--- src/rtl/pn_pkg.sv ---
// pn_pkg: shared definitions for the PRBS7 scrambler family (scrambler,
// descrambler, PN checker).
//   pn_state_e       : scrambler FSM encoding, IDLE=0 HEADER=1 PAYLOAD=2
//   PRBS7_W          : LFSR width
//   PRBS7_TAP_HI/LO  : feedback taps for x^7 + x^6 + 1
//   PN_SEED_DEFAULT  : reload value at every frame start
//   prbs7_next()     : one Fibonacci step of the LFSR
package pn_pkg;

  typedef enum logic [1:0] {
    ST_IDLE    = 2'd0,
    ST_HEADER  = 2'd1,
    ST_PAYLOAD = 2'd2
  } pn_state_e;

  localparam int PRBS7_W      = 7;
  localparam int PRBS7_TAP_HI = 6;
  localparam int PRBS7_TAP_LO = 5;

  localparam logic [PRBS7_W-1:0] PN_SEED_DEFAULT = 7'h7F;

  // The oldest bit (TAP_HI) is the PN output; feedback enters at bit 0.
  function automatic logic [PRBS7_W-1:0] prbs7_next(input logic [PRBS7_W-1:0] s);
    return {s[PRBS7_W-2:0], s[PRBS7_TAP_HI] ^ s[PRBS7_TAP_LO]};
  endfunction

endpackage

--- src/rtl/prbs7_lfsr.sv ---
// prbs7_lfsr: PRBS7 generator (x^7 + x^6 + 1, Fibonacci form).
//   clk_out : bit clock, rising edge
//   rst     : synchronous active-high reset, loads SEED
//   load    : reload SEED this edge (wins over advance)
//   advance : step the LFSR one bit this edge
//   pn      : current PN bit (lfsr[6]), valid before the step
module prbs7_lfsr
  import pn_pkg::*;
#(
  parameter logic [PRBS7_W-1:0] SEED = PN_SEED_DEFAULT
) (
  input  logic clk_out,
  input  logic rst,
  input  logic load,
  input  logic advance,
  output logic pn
);

  logic [PRBS7_W-1:0] lfsr_q;

  always_ff @(posedge clk_out) begin
    if (rst || load) begin
      lfsr_q <= SEED;
    end else if (advance) begin
      lfsr_q <= prbs7_next(lfsr_q);
    end
  end

  assign pn = lfsr_q[PRBS7_TAP_HI];

endmodule

--- src/rtl/pn_scrambler.sv ---
// pn_scrambler: bit-serial PRBS7 frame scrambler. Header bits pass through,
// payload bits are XORed with a PN sequence reseeded at each frame start, so
// an identical instance downstream descrambles the stream.
//   clk_out         : bit clock, rising edge
//   rst             : synchronous active-high reset
//   data_in         : serial input bit
//   data_valid      : data_in accepted this edge
//   frame_start     : first bit of a frame (qualified by data_valid)
//   data_out        : registered scrambled/header bit (holds when not valid)
//   data_out_valid  : data_out updated this cycle
//   pn_out          : PN bit applied to data_out, 0 for header bits
//   frame_done      : pulse with the last output bit of a frame
//   frame_error     : pulse when frame_start arrives mid-frame
//   scrambler_state : current FSM state
//
// state      | meaning
// -----------+--------------------------------------------------------
// ST_IDLE    | between frames; bits without frame_start are discarded
// ST_HEADER  | passing header bits 1..HEADER_LEN-1 unscrambled
// ST_PAYLOAD | scrambling payload bits, LFSR steps per accepted bit
//
// FRAME_LEN >= 2, 1 <= HEADER_LEN < FRAME_LEN, PN_SEED != 0.
module pn_scrambler
  import pn_pkg::*;
#(
  parameter int                 FRAME_LEN  = 56,
  parameter int                 HEADER_LEN = 8,
  parameter logic [PRBS7_W-1:0] PN_SEED    = PN_SEED_DEFAULT
) (
  input  logic       clk_out,
  input  logic       rst,
  input  logic       data_in,
  input  logic       data_valid,
  input  logic       frame_start,
  output logic       data_out,
  output logic       data_out_valid,
  output logic       pn_out,
  output logic       frame_done,
  output logic       frame_error,
  output logic [1:0] scrambler_state
);

  localparam int CNT_W = $clog2(FRAME_LEN + 1);
  localparam logic [CNT_W-1:0] LAST_IDX = CNT_W'(FRAME_LEN - 1);
  localparam logic [CNT_W-1:0] HDR_LAST = CNT_W'(HEADER_LEN - 1);

  pn_state_e        state_q, state_d;
  logic [CNT_W-1:0] cnt_q, cnt_d;
  logic             lfsr_load, lfsr_adv, pn_cur;
  logic             emit, out_bit, out_pn, done_d, err_d;

  prbs7_lfsr #(.SEED(PN_SEED)) u_lfsr (
    .clk_out (clk_out),
    .rst     (rst),
    .load    (lfsr_load),
    .advance (lfsr_adv),
    .pn      (pn_cur)
  );

  // State register plus output registers; outputs hold while nothing is emitted.
  always_ff @(posedge clk_out) begin
    if (rst) begin
      state_q        <= ST_IDLE;
      cnt_q          <= '0;
      data_out       <= 1'b0;
      data_out_valid <= 1'b0;
      pn_out         <= 1'b0;
      frame_done     <= 1'b0;
      frame_error    <= 1'b0;
    end else begin
      state_q        <= state_d;
      cnt_q          <= cnt_d;
      data_out_valid <= emit;
      frame_done     <= done_d;
      frame_error    <= err_d;
      if (emit) begin
        data_out <= out_bit;
        pn_out   <= out_pn;
      end
    end
  end

  // Next state. A qualified frame_start restarts a frame from any state,
  // which also covers the mid-frame abort.
  always_comb begin
    state_d   = state_q;
    cnt_d     = cnt_q;
    lfsr_load = 1'b0;
    lfsr_adv  = 1'b0;
    if (data_valid) begin
      if (frame_start) begin
        cnt_d     = CNT_W'(1);
        lfsr_load = 1'b1;
        state_d   = (HEADER_LEN == 1) ? ST_PAYLOAD : ST_HEADER;
      end else begin
        case (state_q)
          ST_IDLE: ;
          ST_HEADER: begin
            cnt_d = cnt_q + CNT_W'(1);
            if (cnt_q == HDR_LAST) state_d = ST_PAYLOAD;
          end
          ST_PAYLOAD: begin
            lfsr_adv = 1'b1;
            if (cnt_q == LAST_IDX) begin
              state_d = ST_IDLE;
              cnt_d   = '0;
            end else begin
              cnt_d = cnt_q + CNT_W'(1);
            end
          end
          default: begin
            state_d = ST_IDLE;
            cnt_d   = '0;
          end
        endcase
      end
    end
  end

  // Output values to be registered on this edge.
  always_comb begin
    emit    = 1'b0;
    out_bit = data_in;
    out_pn  = 1'b0;
    done_d  = 1'b0;
    err_d   = 1'b0;
    if (data_valid) begin
      case (state_q)
        ST_IDLE: emit = frame_start;
        ST_HEADER: begin
          emit  = 1'b1;
          err_d = frame_start;
        end
        ST_PAYLOAD: begin
          emit  = 1'b1;
          err_d = frame_start;
          if (!frame_start) begin
            out_pn  = pn_cur;
            out_bit = data_in ^ pn_cur;
            done_d  = (cnt_q == LAST_IDX);
          end
        end
        default: ;
      endcase
    end
  end

  assign scrambler_state = state_q;

endmodule

--- config.mk ---
export PLATFORM = sky130hd
export DESIGN_NAME = pn_scrambler
export DESIGN_NICKNAME = d
export VERILOG_FILES = /design/src/rtl/pn_pkg.sv /design/src/rtl/prbs7_lfsr.sv /design/src/rtl/pn_scrambler.sv
export SDC_FILE = /design/constraint.sdc
export NUM_CORES = 1
export LEC_CHECK = 0
export ABC_CLOCK_PERIOD_IN_PS = 1700
export BUFFER_PORTS_ARGS = -buffer_cell sky130_fd_sc_hd__buf_2
export CORE_ASPECT_RATIO = 1.25
export CORE_UTILIZATION = 34
export DETAILED_ROUTE_END_ITERATION = 6
export HOLD_SLACK_MARGIN = 0.1
export PLACE_DENSITY = 0.54
export SKIP_LAST_GASP = 1
export SLEW_MARGIN = 10
export SYNTH_ARGS = -nofsm -noshare
export SYNTH_HDL_FRONTEND = slang
export SYNTH_SLANG_ARGS = --single-unit
--- constraint.sdc ---
create_clock -name clk_out -period 1.7 [get_ports clk_out]
set_input_delay 0.34 -clock clk_out [delete_from_list [all_inputs] [get_ports clk_out]]
set_output_delay 0.34 -clock clk_out [all_outputs]
set_load 0.005 [all_outputs]
# Word level (Yosys, flattened, before mapping)
# Index checks and enable logic that the tools add are counted.
# word_totals
register_bits,20
input_bits,5
out_inout_bits,7
elab_cells,48
# classes
addsub,1
n_eq_ne,7
n_mux,20
bitwise_logic,5
n_reduce_logical,7
# op_table
cell,n
6-bit case mux with 3 select lines,1
1-bit 2-to-1 mux,12
6-bit 2-to-1 mux,2
"6-bit by 1-bit adder with 6-bit output, second input constant",1
"6-bit by 3-bit equality test with 1-bit output, second input constant",1
"6-bit equality test, second input constant",1
2-bit 2-to-1 mux,3
"3-bit inequality test, second input constant",2
2-bit case mux with 3 select lines,1
4-bit AND reduction,1
4-bit OR reduction,1
1-bit NOT,3
3-bit OR reduction,1
"2-bit by 1-bit equality test with 1-bit output, second input constant",1
"2-bit equality test, second input constant",1
2-bit logical NOT,1
"2-bit inequality test, second input constant",1
1-bit case mux with 2 select lines,1
2-bit AND reduction,1
2-bit OR reduction,1
1-bit XOR,2
1-bit logical OR,1

# Logic depth before layout (Yosys ltp)
# Gate-level depths: netlist of run 1.
# logic_depth
word_depth,4
ltp_mapped,7
mapped_depth_nobuf,6

# By module
# Synthesis of run 1 repeated with hierarchy kept, for this count alone.
# unflattened
hier_cells,115
area_unflattened_um2,1031.0
# by_module_without_submodules
mod,n_inst,cells_each,area_per_inst_um2,seq_area_each_um2
pn_scrambler,1,91,754.5,260.2
prbs7_lfsr,1,24,276.5,140.1

# Least setup slack after synthesis of run 1
# No wires, ideal clock.
# synth_timing
path_type,reg-to-reg
from,"register state_q[0], in the netlist scrambler_state[0]"
to,register cnt_q[3]
setup_time_ns,0.122
arrival_ns,1.687
required_time_ns,1.578
path_slack_ns,-0.109
path_stages_with_launch,8
n_path_buf,1
period_less_slack_ns,1.809
cell_sequence,dfxtp_1 > inv_1 > ha_1 > buf_2 > nor2_1 > a211o_2 > and4bb_2 > a311o_1
# synth_via
elab_chain_len,3
word_cells_on_any_way,7
classes_between,3 x eq/ne; 2 x mux; 2 x reduce/logical
# synth_rtl
item,line_no,rtl
start: declaration,pn_scrambler.sv:47,"pn_state_e state_q, state_d;"
start signal: assignment,pn_scrambler.sv:71,state_q <= state_d;
"2-bit equality test, or another cell as far along",pn_scrambler.sv:96,case (state_q)
6-bit case mux with 3 select lines / 2-bit inequality test (equally long branches),n/a,
6-bit 2-to-1 mux / 2-bit AND reduction (equally long branches),n/a,
end signal: assignment,pn_scrambler.sv:72,cnt_q <= cnt_d;
end: declaration,pn_scrambler.sv:48,"logic [CNT_W-1:0] cnt_q, cnt_d;"
# Several ways; a longest one is shown, not always the timed one.
# A chain may end at the register's enable or synchronous reset.

# Worst setup path after layout of run 1
# layout_timing
from,"register state_q[1], in the netlist scrambler_state[1]"
to,register cnt_q[1]
# The elaborated chain is that of the path after synthesis.

==> metrics.md, run 1 <==
| Metric | Value |
|---|---|
| Status | `complete, no violations` |
| H-tree depth | `1` |
| Yosys Warn Count | `0` |
| Synthesized area per cell | `8.58 µm²` |
| GRT Residual Overflow | `0` |
| Hold-fix buffers, CTS | `0` |
| Worst slew margin | `74.1%` |
| Mapped cell area | `1010 µm²` |
| CP arrival | `1.93 ns` |
| WL/cell | `13.8 µm` |
| Fin. max-slew vios | `0` |
| CTS tree | `done` |
| #FFs+latches synth | `20` |
| DRT Wirelength | `2.45 mm` |
| Final period util | `99.4%` |
| Hold Slack | `0.306 ns` |
| Max cap viols | `0` |
| IO Pins | `12` |
| Clk sinks | `20` |
| RD Place Congestion | `0.876` |
| CTS max path bufs | `2` |
| DR pass1 iterations | `4` |
| GRT Overall Usage | `16.7%` |
| F_max | `592 MHz` |
| Later-pin clock latency in the skew report | `0.30 ns` |
| Clock slew at reported path FFs | `0.12 ns` |
| Number of synthesized flops with an enable pin | `0` |
| RSZ-0062 raised after global routing | `yes` |
| HPWL Detailed | `1.86 mm` |
| Nature of the critical path startpoint | `flip-flop` |
| Via count | `954` |
| Die footprint | `3200 µm²` |
| Pwr dens | `821 nW/µm²` |
| Post-layout min period | `1.69 ns` |
| Die Span Y | `63.0 µm` |
| Layout Nets | `155` |
| Worst VDD drop | `0.524 mV` |
| Register area share after synthesis | `39.6%` |
| Yosys cell types | `36` |
| Area grow syn2layout | `27.4%` |
| Non-Filler Instances | `178` |
| Cts bufs inserted | `3` |
| Predominant post-synthesis flop cell | `dfxtp_1` |
| Worst endpoint required time | `1.94 ns` |
| Ys async rst share | `0%` |
| Die width | `50.8 µm` |
| CP Capture Type | `flip-flop` |
| Ratio of cells with drive above 1 in the final layout | `29.2%` |
| Utilization after layout | `46.8%` |
| Crit path max fanout | `6` |
| P_leak | `0.512 nW` |
| Antenna Diode Count | `0` |
| Core ar. | `2760 µm²` |
| Residual DRC | `0` |
| Cell Rows | `21` |
| Via density | `5.36` |
| Routed Antenna Nets | `0` |
| Placed cell count | `172` |
| Starting density of the core | `36.7%` |
| PortBufs | `11` |
| HP Class | `input pin to flip-flop` |
| Post-Synthesis Cells | `118` |
| Initial antenna violation count | `0` |
| Vias in the first global route | `916` |
| First-pass GRT wire length | `4.06 mm` |
| Setup Skew | `0.00141 ns` |
| DRT iter0 DRCs | `11` |
| Final hold violations | `0` |
| Final Setup Violations | `0` |
| Setup TNS | `0 ns` |
| Critical path type | `flip-flop to flip-flop` |
| Syn Nets | `128` |
| Largest net degree at the start of global routing | `13` |
| CTS root buf | `clkbuf_4` |
| Worst-Margin Slew | `0.385 ns` |
-- synthesized netlist by cell type (all sizes together), types with 2 or more instances --
cell type | count | area (µm²)
nor3b | 3 | 22.5
ha | 5 | 62.6
o22ai | 6 | 37.5
xor2 | 2 | 17.5
clkbuf | 4 | 15.0
a31oi | 2 | 12.5
nand2 | 13 | 48.8
and3b | 2 | 17.5
nand2b | 3 | 18.8
a211oi | 3 | 22.5
nor2 | 5 | 18.8
dfxtp | 20 | 400
nor3 | 3 | 15.0
o21ai | 5 | 25.0
inv | 6 | 22.5
nand3 | 6 | 30.0
o22a | 7 | 61.3
a21oi | 6 | 30.0
-- critical path, cell delays in order, from the launching register on --
cell and delay [ns]:
dfxtp_2 0.35, inv_1 0.07, ha_2 0.18, and3b_2 0.22
a211o_4 0.35, or3_1 0.31, a21oi_1 0.14
-- power breakdown --
group | switching [mW] | internal [mW] | leakage (nW)
clock network | 0.149 | 0.238 | 0.0279
registers | 0.00905 | 0.483 | 0.163
logic | 0.100 | 0.0807 | 0.321
-- cells by family after synthesis --
kind of cell	Yosys count	share of synthesized area [%]
muxes	1	0.989
and+or+nand+nor	46	25.1
adders and majority gates	5	6.18
buffers and inverters	11	4.20
DFF	20	39.6
xor gates and xnor gates	2	1.73
AOI/OAI and AO/OA	33	22.3
-- state kept, by name, indices dropped and copies added, names as in the netlist --
name	cells
frame_error	1
data_out_valid	1
pn_out	1
scrambler_state	2
data_out	1
frame_done	1
cnt_q	6
u_lfsr.lfsr_q	7
-- metrics by stage --
step / setup slack (ns) / power (mW) / instance area, µm²
6_report: 0.00989 / 1.06 / 1290
5_1_grt: -0.0525 / 1.11 / 1290
4_1_cts: 0.00585 / 1.06 / 1260
3_5_place_dp: 0.0229 / 0.672 / 1200
3_3_place_gp: 0.0496 / 0.671 / 1200
2_1_floorplan: 0.0295 / 0.595 / 1020
-- worst paths after layout --
path | end | cells after the start | slack [ns] | from
hold reg to reg | pn_out | 2 | 0.48 | pn_out
hold / removal | frame_done | 2 | 0.31 | frame_start
setup reg to reg | cnt_q[1] | 6 | 0.01 | scrambler_state[1]
setup / recovery | cnt_q[1] | 6 | 0.01 | scrambler_state[1]
-- metal layers --
layer,vias to the layer above,wire length [µm],track usage (%)
li1,490,-,-
met1,446,1060,18.9
met2,10,1270,29.3
met3,8,37,3.16
met4,0,84,7.64
met5,-,0,0
-- cells in the final DEF (no fill, tap or decap), types with 2 or more instances in the layout --
| cell | count |
|---|---|
| nor3b_1 | 2 |
| xor2_1 | 2 |
| buf_2 | 11 |
| inv_1 | 6 |
| clkbuf_4 | 3 |
| dfxtp_2 | 2 |
| a21oi_1 | 6 |
| nand2_1 | 13 |
| o21ai_0 | 4 |
| o22ai_1 | 6 |
| nand3_1 | 6 |
| a211oi_1 | 3 |
| dfxtp_1 | 18 |
| buf_4 | 16 |
| ha_1 | 4 |
| nor3_1 | 3 |
| o22a_1 | 7 |
| a31oi_1 | 2 |
| nor2_1 | 4 |
| nand2b_1 | 3 |
-- area by class of cell --
type                       instances  area, µm²
fill                             274       1470
multi-input combinational         87        594
sequential                        20        403
timing repair buffer              27        175
tap                               34       42.5
clock inverter                     1       30.0
clock buffer                       3       22.5
inverter                           6       22.5
-- what timing repair did --
item / CTS / global route
pin swaps: 0 / 1
endpoints found under the setup margin: 2 / 6
resized for setup: 2 / 4
setup buffers: 0 / 2
Power figures use the tool's default switching activity.
==> inputs of run 2 (changes only) <==
MAX_ROUTING_LAYER = met4   (was not set)
SKIP_CTS_REPAIR_TIMING = 1   (was not set)
==> run 2 against run 1 <==
Sequential power about the same. Clock power about the same. Maximum frequency increased by 0.87%. Non-clock buffer count unchanged. Wire length fell by 2.6%.
==> metrics.md, run 2 (synthesized netlist as in run 1, its figures left out) <==
| Metric | Value |
|---|---|
| Status | `complete, no violations` |
| DR pass1 iterations | `4` |
| GRT Overall Usage | `17.1%` |
| FF-to-FF End | `cnt_q[3]` |
| Post-place setup slack | `0.0229 ns` |
| Largest net degree at the start of global routing | `13` |
| Setup TNS | `0 ns` |
| Cts bufs inserted | `3` |
| Final hold violations | `0` |
| Later-pin clock latency in the skew report | `0.30 ns` |
| R2R cell count | `6` |
| Starting density of the core | `36.7%` |
| GRT Residual Overflow | `0` |
| Nature of the critical path startpoint | `flip-flop` |
| DRT Wirelength | `2.39 mm` |
| DRT iter0 DRCs | `13` |
| Vias in the first global route | `909` |
| Die width | `50.8 µm` |
| Die footprint | `3200 µm²` |
| Final Setup Violations | `0` |
| Final setup margin | `0.0244 ns` |
| Clock slew at reported path FFs | `0.12 ns` |
| Largest delay contributor family on the critical path | `compound AO/OA/AOI/OAI gates` |
| Antenna Diode Count | `0` |
| F_max | `597 MHz` |
| Met3 WL | `40 µm` |
| Worst slew margin | `74.5%` |
| M1 WL | `1.03 mm` |
| Die Span Y | `63.0 µm` |
| Most frequent CP cell | `inv_1` |
| Hold Path Sink | `frame_done` |
| HP Class | `input pin to flip-flop` |
| Worst Path Buf+Inv | `2` |
| HPWL Detailed | `1.86 mm` |
| Fin. max-slew vios | `0` |
| First-pass GRT wire length | `4.04 mm` |
| Routed Antenna Nets | `0` |
| Utilization after layout | `46.8%` |
| CTS root buf | `clkbuf_4` |
| Max FFs per register | `7` |
| Final period util | `98.6%` |
| Setup Skew | `0.000989 ns` |
| Layout Nets | `155` |
| Via density | `5.29` |
| Hold depth | `2` |
| Worst endpoint required time | `1.90 ns` |
| Total power | `1.06 mW` |
| CP arrival | `1.87 ns` |
| Hold Startpoint | `frame_start` |
| Post-layout min period | `1.68 ns` |
| CTS tree | `done` |
| Worst-Margin Slew | `0.379 ns` |
| Ratio of cells with drive above 1 in the final layout | `30.6%` |
| H-tree depth | `1` |
| CP max stage delay | `0.36 ns` |
| Commonest cells after routing, fill and taps aside | `dfxtp_1, buf_4, nand2_1` |
| Most common cell after layout, fill and taps aside | `dfxtp_1` |
| FF-to-FF Start | `scrambler_state[0]` |
| PortBufs | `11` |
| CP max stage cell | `dfxtp_2` |
| RSZ-0062 raised after global routing | `yes` |
| WL/cell | `13.4 µm` |
| Pwr dens | `820 nW/µm²` |
| Crit path max fanout | `6` |
| Cell Chain, Critical Path | `inv_1 > ha_1 > inv_1 > o21ai_1 > and4bb_2 > a311o_1` |
| Area grow syn2layout | `27.7%` |
| Cell Rows | `21` |
| Filler cells | `276` |
| Worst VDD drop | `0.526 mV` |
| Clk sinks | `20` |
| DR WL met2 | `1.29 mm` |
| Via count | `942` |
| Core ar. | `2760 µm²` |
| CP Capture Type | `flip-flop` |
| P_leak | `0.510 nW` |
| Max cap viols | `0` |
| Initial antenna violation count | `0` |
| Residual DRC | `0` |
| Highest metal used | `met4` |
| IO Pins | `12` |
| Largest Register | `u_lfsr.lfsr_q` |
| Critical path type | `flip-flop to flip-flop` |
| Design area | `1290 µm²` |
| Placed Area | `1200 µm²` |
| CTS max path bufs | `2` |
| RD Place Congestion | `0.890` |
| Worst R2R Setup Slack | `0.02 ns` |
## run 2: cell type report
class | count | area, µm² | area share (%)
Sequential cell | 20 | 403 | 31.2
Inverter | 6 | 22.5 | 1.74
Clock inverter | 1 | 30.0 | 2.32
Multi-Input combinational cell | 87 | 597 | 46.2
Clock buffer | 3 | 22.5 | 1.74
Timing Repair Buffer | 27 | 175 | 13.6
Tap cell | 34 | 42.5 | 3.29
## run 2: worst reg2reg max path: cells and delay by family, from the launching register on
| family | cells | cell delay, ns |
|---|---|---|
| AOI/OAI and AO/OA | 2 | 0.57 |
| DFF | 1 | 0.36 |
| and+or+nand+nor | 1 | 0.27 |
| adders and majority gates | 1 | 0.20 |
| buffers and inverters | 2 | 0.17 |
## run 2: power breakdown
| part | switching (mW) | internal, mW |
|---|---|---|
| sequential | 0.00942 | 0.483 |
| combinational | 0.0998 | 0.0813 |
| clock | 0.149 | 0.238 |
| total | 0.258 | 0.802 |
## run 2: per-layer routing
metal,vias to the layer above,global-route usage (%)
met4,0,7.64
met1,441,18.8
li1,491,-
met5,-,-
met3,4,3.16
met2,6,29.2
## run 2: worst max path at each step
| stage | startpoint | to | slack [ns] | cells after the start |
|---|---|---|---|---|
| finish | scrambler_state[0] | cnt_q[3] | 0.02 | 6 |
| global route | scrambler_state[0] | cnt_q[3] | -0.02 | 6 |
| CTS | scrambler_state[1] | cnt_q[3] | -0.003 | 6 |
| detailed placement | scrambler_state[1] | cnt_q[3] | 0.02 | 6 |
| global placement | scrambler_state[0] | cnt_q[3] | 0.05 | 6 |
| floorplan | scrambler_state[0] | cnt_q[3] | 0.03 | 7 |
## run 2: per-stage QoR
step                instances  hold slack [ns]
CTS                       176            0.282
finish                    178            0.299
floorplan                 118            0.444
global route              178            0.293
global placement          172            0.457
detailed placement        172            0.468
==> inputs of run 3 (changes only) <==
ABC_AREA = 1   (was not set)
CORE_UTILIZATION = 45   (was 34)
PLACE_DENSITY = 0.68   (was 0.54)
==> run 3 against run 2 <==
Largest cell class unchanged. First-iteration DRC count rose by 38%. Worst hold slack better by 0.0045 ns. Synthesized cell count is 18% higher. Count of clock-buffer cells in the layout grew 1. Clock power down 27%. Highest routed layer unchanged. Wire length decreased by 21%.
==> metrics.md, run 3 <==
| Metric | Value |
|---|---|
| Mapped cell area | `1010 µm²` |
| CTS tree | `done` |
| R2R cell count | `10` |
| Cell Rows | `18` |
| HP Class | `input pin to flip-flop` |
| Via density | `4.94` |
| WL/cell | `10.3 µm` |
| F_max | `659 MHz` |
| Ys async rst share | `0%` |
| H-tree depth | `1` |
| DR pass1 iterations | `4` |
| Worst R2R Setup Slack | `0.18 ns` |
| Largest net degree at the start of global routing | `12` |
| RSZ-0062 raised after global routing | `no` |
| Worst endpoint required time | `1.96 ns` |
| Critical path type | `flip-flop to flip-flop` |
| #FFs+latches synth | `20` |
| Synth area leader | `dfxtp_1` |
| Hold depth | `2` |
| Vias in the first global route | `784` |
| Antenna Diode Count | `0` |
| CP arrival | `1.78 ns` |
| Final hold violations | `0` |
| Crit path max fanout | `5` |
| Yosys cell types | `22` |
| Synthesized area per cell | `7.29 µm²` |
| Filler cells | `207` |
| HPWL Detailed | `1.50 mm` |
| Clk sinks | `20` |
| Core ar. | `2050 µm²` |
| Residual DRC | `0` |
| Area grow syn2layout | `12.6%` |
| Via count | `904` |
| Most frequent cell after synthesis | `nand2_1` |
| CTS max path bufs | `2` |
| DRT iter0 DRCs | `18` |
| Predominant post-synthesis flop cell | `dfxtp_1` |
| Syn Nets | `149` |
| Total power | `937 µW` |
| Initial antenna violation count | `0` |
| IO Pins | `12` |
| Setup TNS | `0 ns` |
| Commonest cells in the synthesized netlist | `nand2_1, dfxtp_1, nor2_1` |
| RD Place Congestion | `0.909` |
| Yosys Warn Count | `0` |
| Final Setup Violations | `0` |
| GRT Overall Usage | `18.3%` |
| CTS root buf | `clkbuf_4` |
| Most common cell after layout, fill and taps aside | `nand2_1` |
| Nature of the critical path startpoint | `flip-flop` |
| Die Span Y | `55.1 µm` |
| Die width | `44.4 µm` |
| Later-pin clock latency in the skew report | `0.31 ns` |
| Ratio of cells with drive above 1 in the final layout | `19.6%` |
| Post-layout min period | `1.52 ns` |
| Max cap viols | `0` |
| Starting density of the core | `49.5%` |
| Register area share after synthesis | `39.5%` |
| Layout Nets | `164` |
| Max FFs per register | `7` |
| PortBufs | `11` |
| Worst-Margin Slew | `0.434 ns` |
| Worst VDD drop | `0.426 mV` |
| Fin. max-slew vios | `0` |
| Cts bufs inserted | `3` |
| First-pass GRT wire length | `3.18 mm` |
| Post-Synthesis Cells | `139` |
| Number of synthesized flops with an enable pin | `0` |
| Status | `complete, no violations` |
| Routed Antenna Nets | `0` |
| Die footprint | `2450 µm²` |
| Largest Register | `u_lfsr.lfsr_q` |
| Worst slew margin | `71.0%` |
| Pwr dens | `821 nW/µm²` |
| P_leak | `0.532 nW` |
| GRT Residual Overflow | `0` |
| DRT Wirelength | `1.89 mm` |
| Share of the synthesized area in the top cell type | `39.5%` |
| Clock slew at reported path FFs | `0.12 ns` |
| CP Capture Type | `flip-flop` |
| Setup Skew | `0.00969 ns` |
| Final period util | `89.3%` |
| Top post-synthesis cells by area | `dfxtp_1, nand2_1, ha_1, nor2_1, nand3_1` |
| Commonest cells after routing, fill and taps aside | `nand2_1, dfxtp_1, nor2_1` |
[run 3: cell type report]
| cell class | instances | area (µm²) | area share, % |
|---|---|---|---|
| flip-flops and latches | 20 | 400 | 35.1 |
| clock buffers | 4 | 36.3 | 3.18 |
| multi-input cells | 99 | 538 | 47.1 |
| repair buffers | 11 | 55.1 | 4.82 |
| inverters | 19 | 73.8 | 6.47 |
| well taps | 30 | 37.5 | 3.29 |
[run 3: power by group]
part	switching [mW]	internal (mW)
Clock	0.152	0.131
Combinational	0.0975	0.0544
Sequential	0.0134	0.489
Total	0.263	0.674
[run 3: metal layers]
layer | share of wire, % | up-vias | global-route usage (%)
met5 | 0 | - | -
met4 | 1.5 | 0 | 6.06
met3 | 1.9 | 4 | 2.92
met2 | 52 | 8 | 32.6
met1 | 45 | 415 | 20.8
li1 | - | 477 | -
[run 3: worst paths after layout]
check                          start          endpoint
setup reg to reg  scrambler_state[0]          cnt_q[5]
hold reg to reg     u_lfsr.lfsr_q[0]  u_lfsr.lfsr_q[1]
setup / recovery  scrambler_state[0]          cnt_q[5]
hold / removal                   rst          cnt_q[5]
[run 3: logic make-up after synthesis]
group                      after synthesis  synth area share [%]
DFF                                     20                  39.5
buffers and inverters                   20                  7.65
adders and majority gates                5                  6.17
and+or+nand+nor                         76                  36.5
AOI/OAI and AO/OA                       17                  9.26
xor gates and xnor gates                 1                 0.864
[run 3: metrics by stage]
step | utilization, % | area, µm² | worst slack [ns] | hold slack, ns | cells
global route | 55.7 | 1140 | 0.00160 | 0.309 | 183
finish | 55.7 | 1140 | 0.181 | 0.303 | 183
CTS | 55.6 | 1140 | 0.123 | 0.310 | 183
detailed placement | 53.8 | 1100 | 0.159 | 0.447 | 179
floorplan | - | 1010 | 0.285 | 0.429 | 139
global placement | 53.8 | 1100 | 0.171 | 0.443 | 179
[run 3: worst max-delay path, stage by stage (launching register included)]
cell and delay [ns]:
dfxtp_1 0.42, inv_1 0.08, ha_1 0.31, inv_1 0.09
nor2_2 0.15, nand2_1 0.07, nor2_1 0.08, nand3_1 0.07
nor2_1 0.09, nor2_1 0.04, nor2_1 0.06
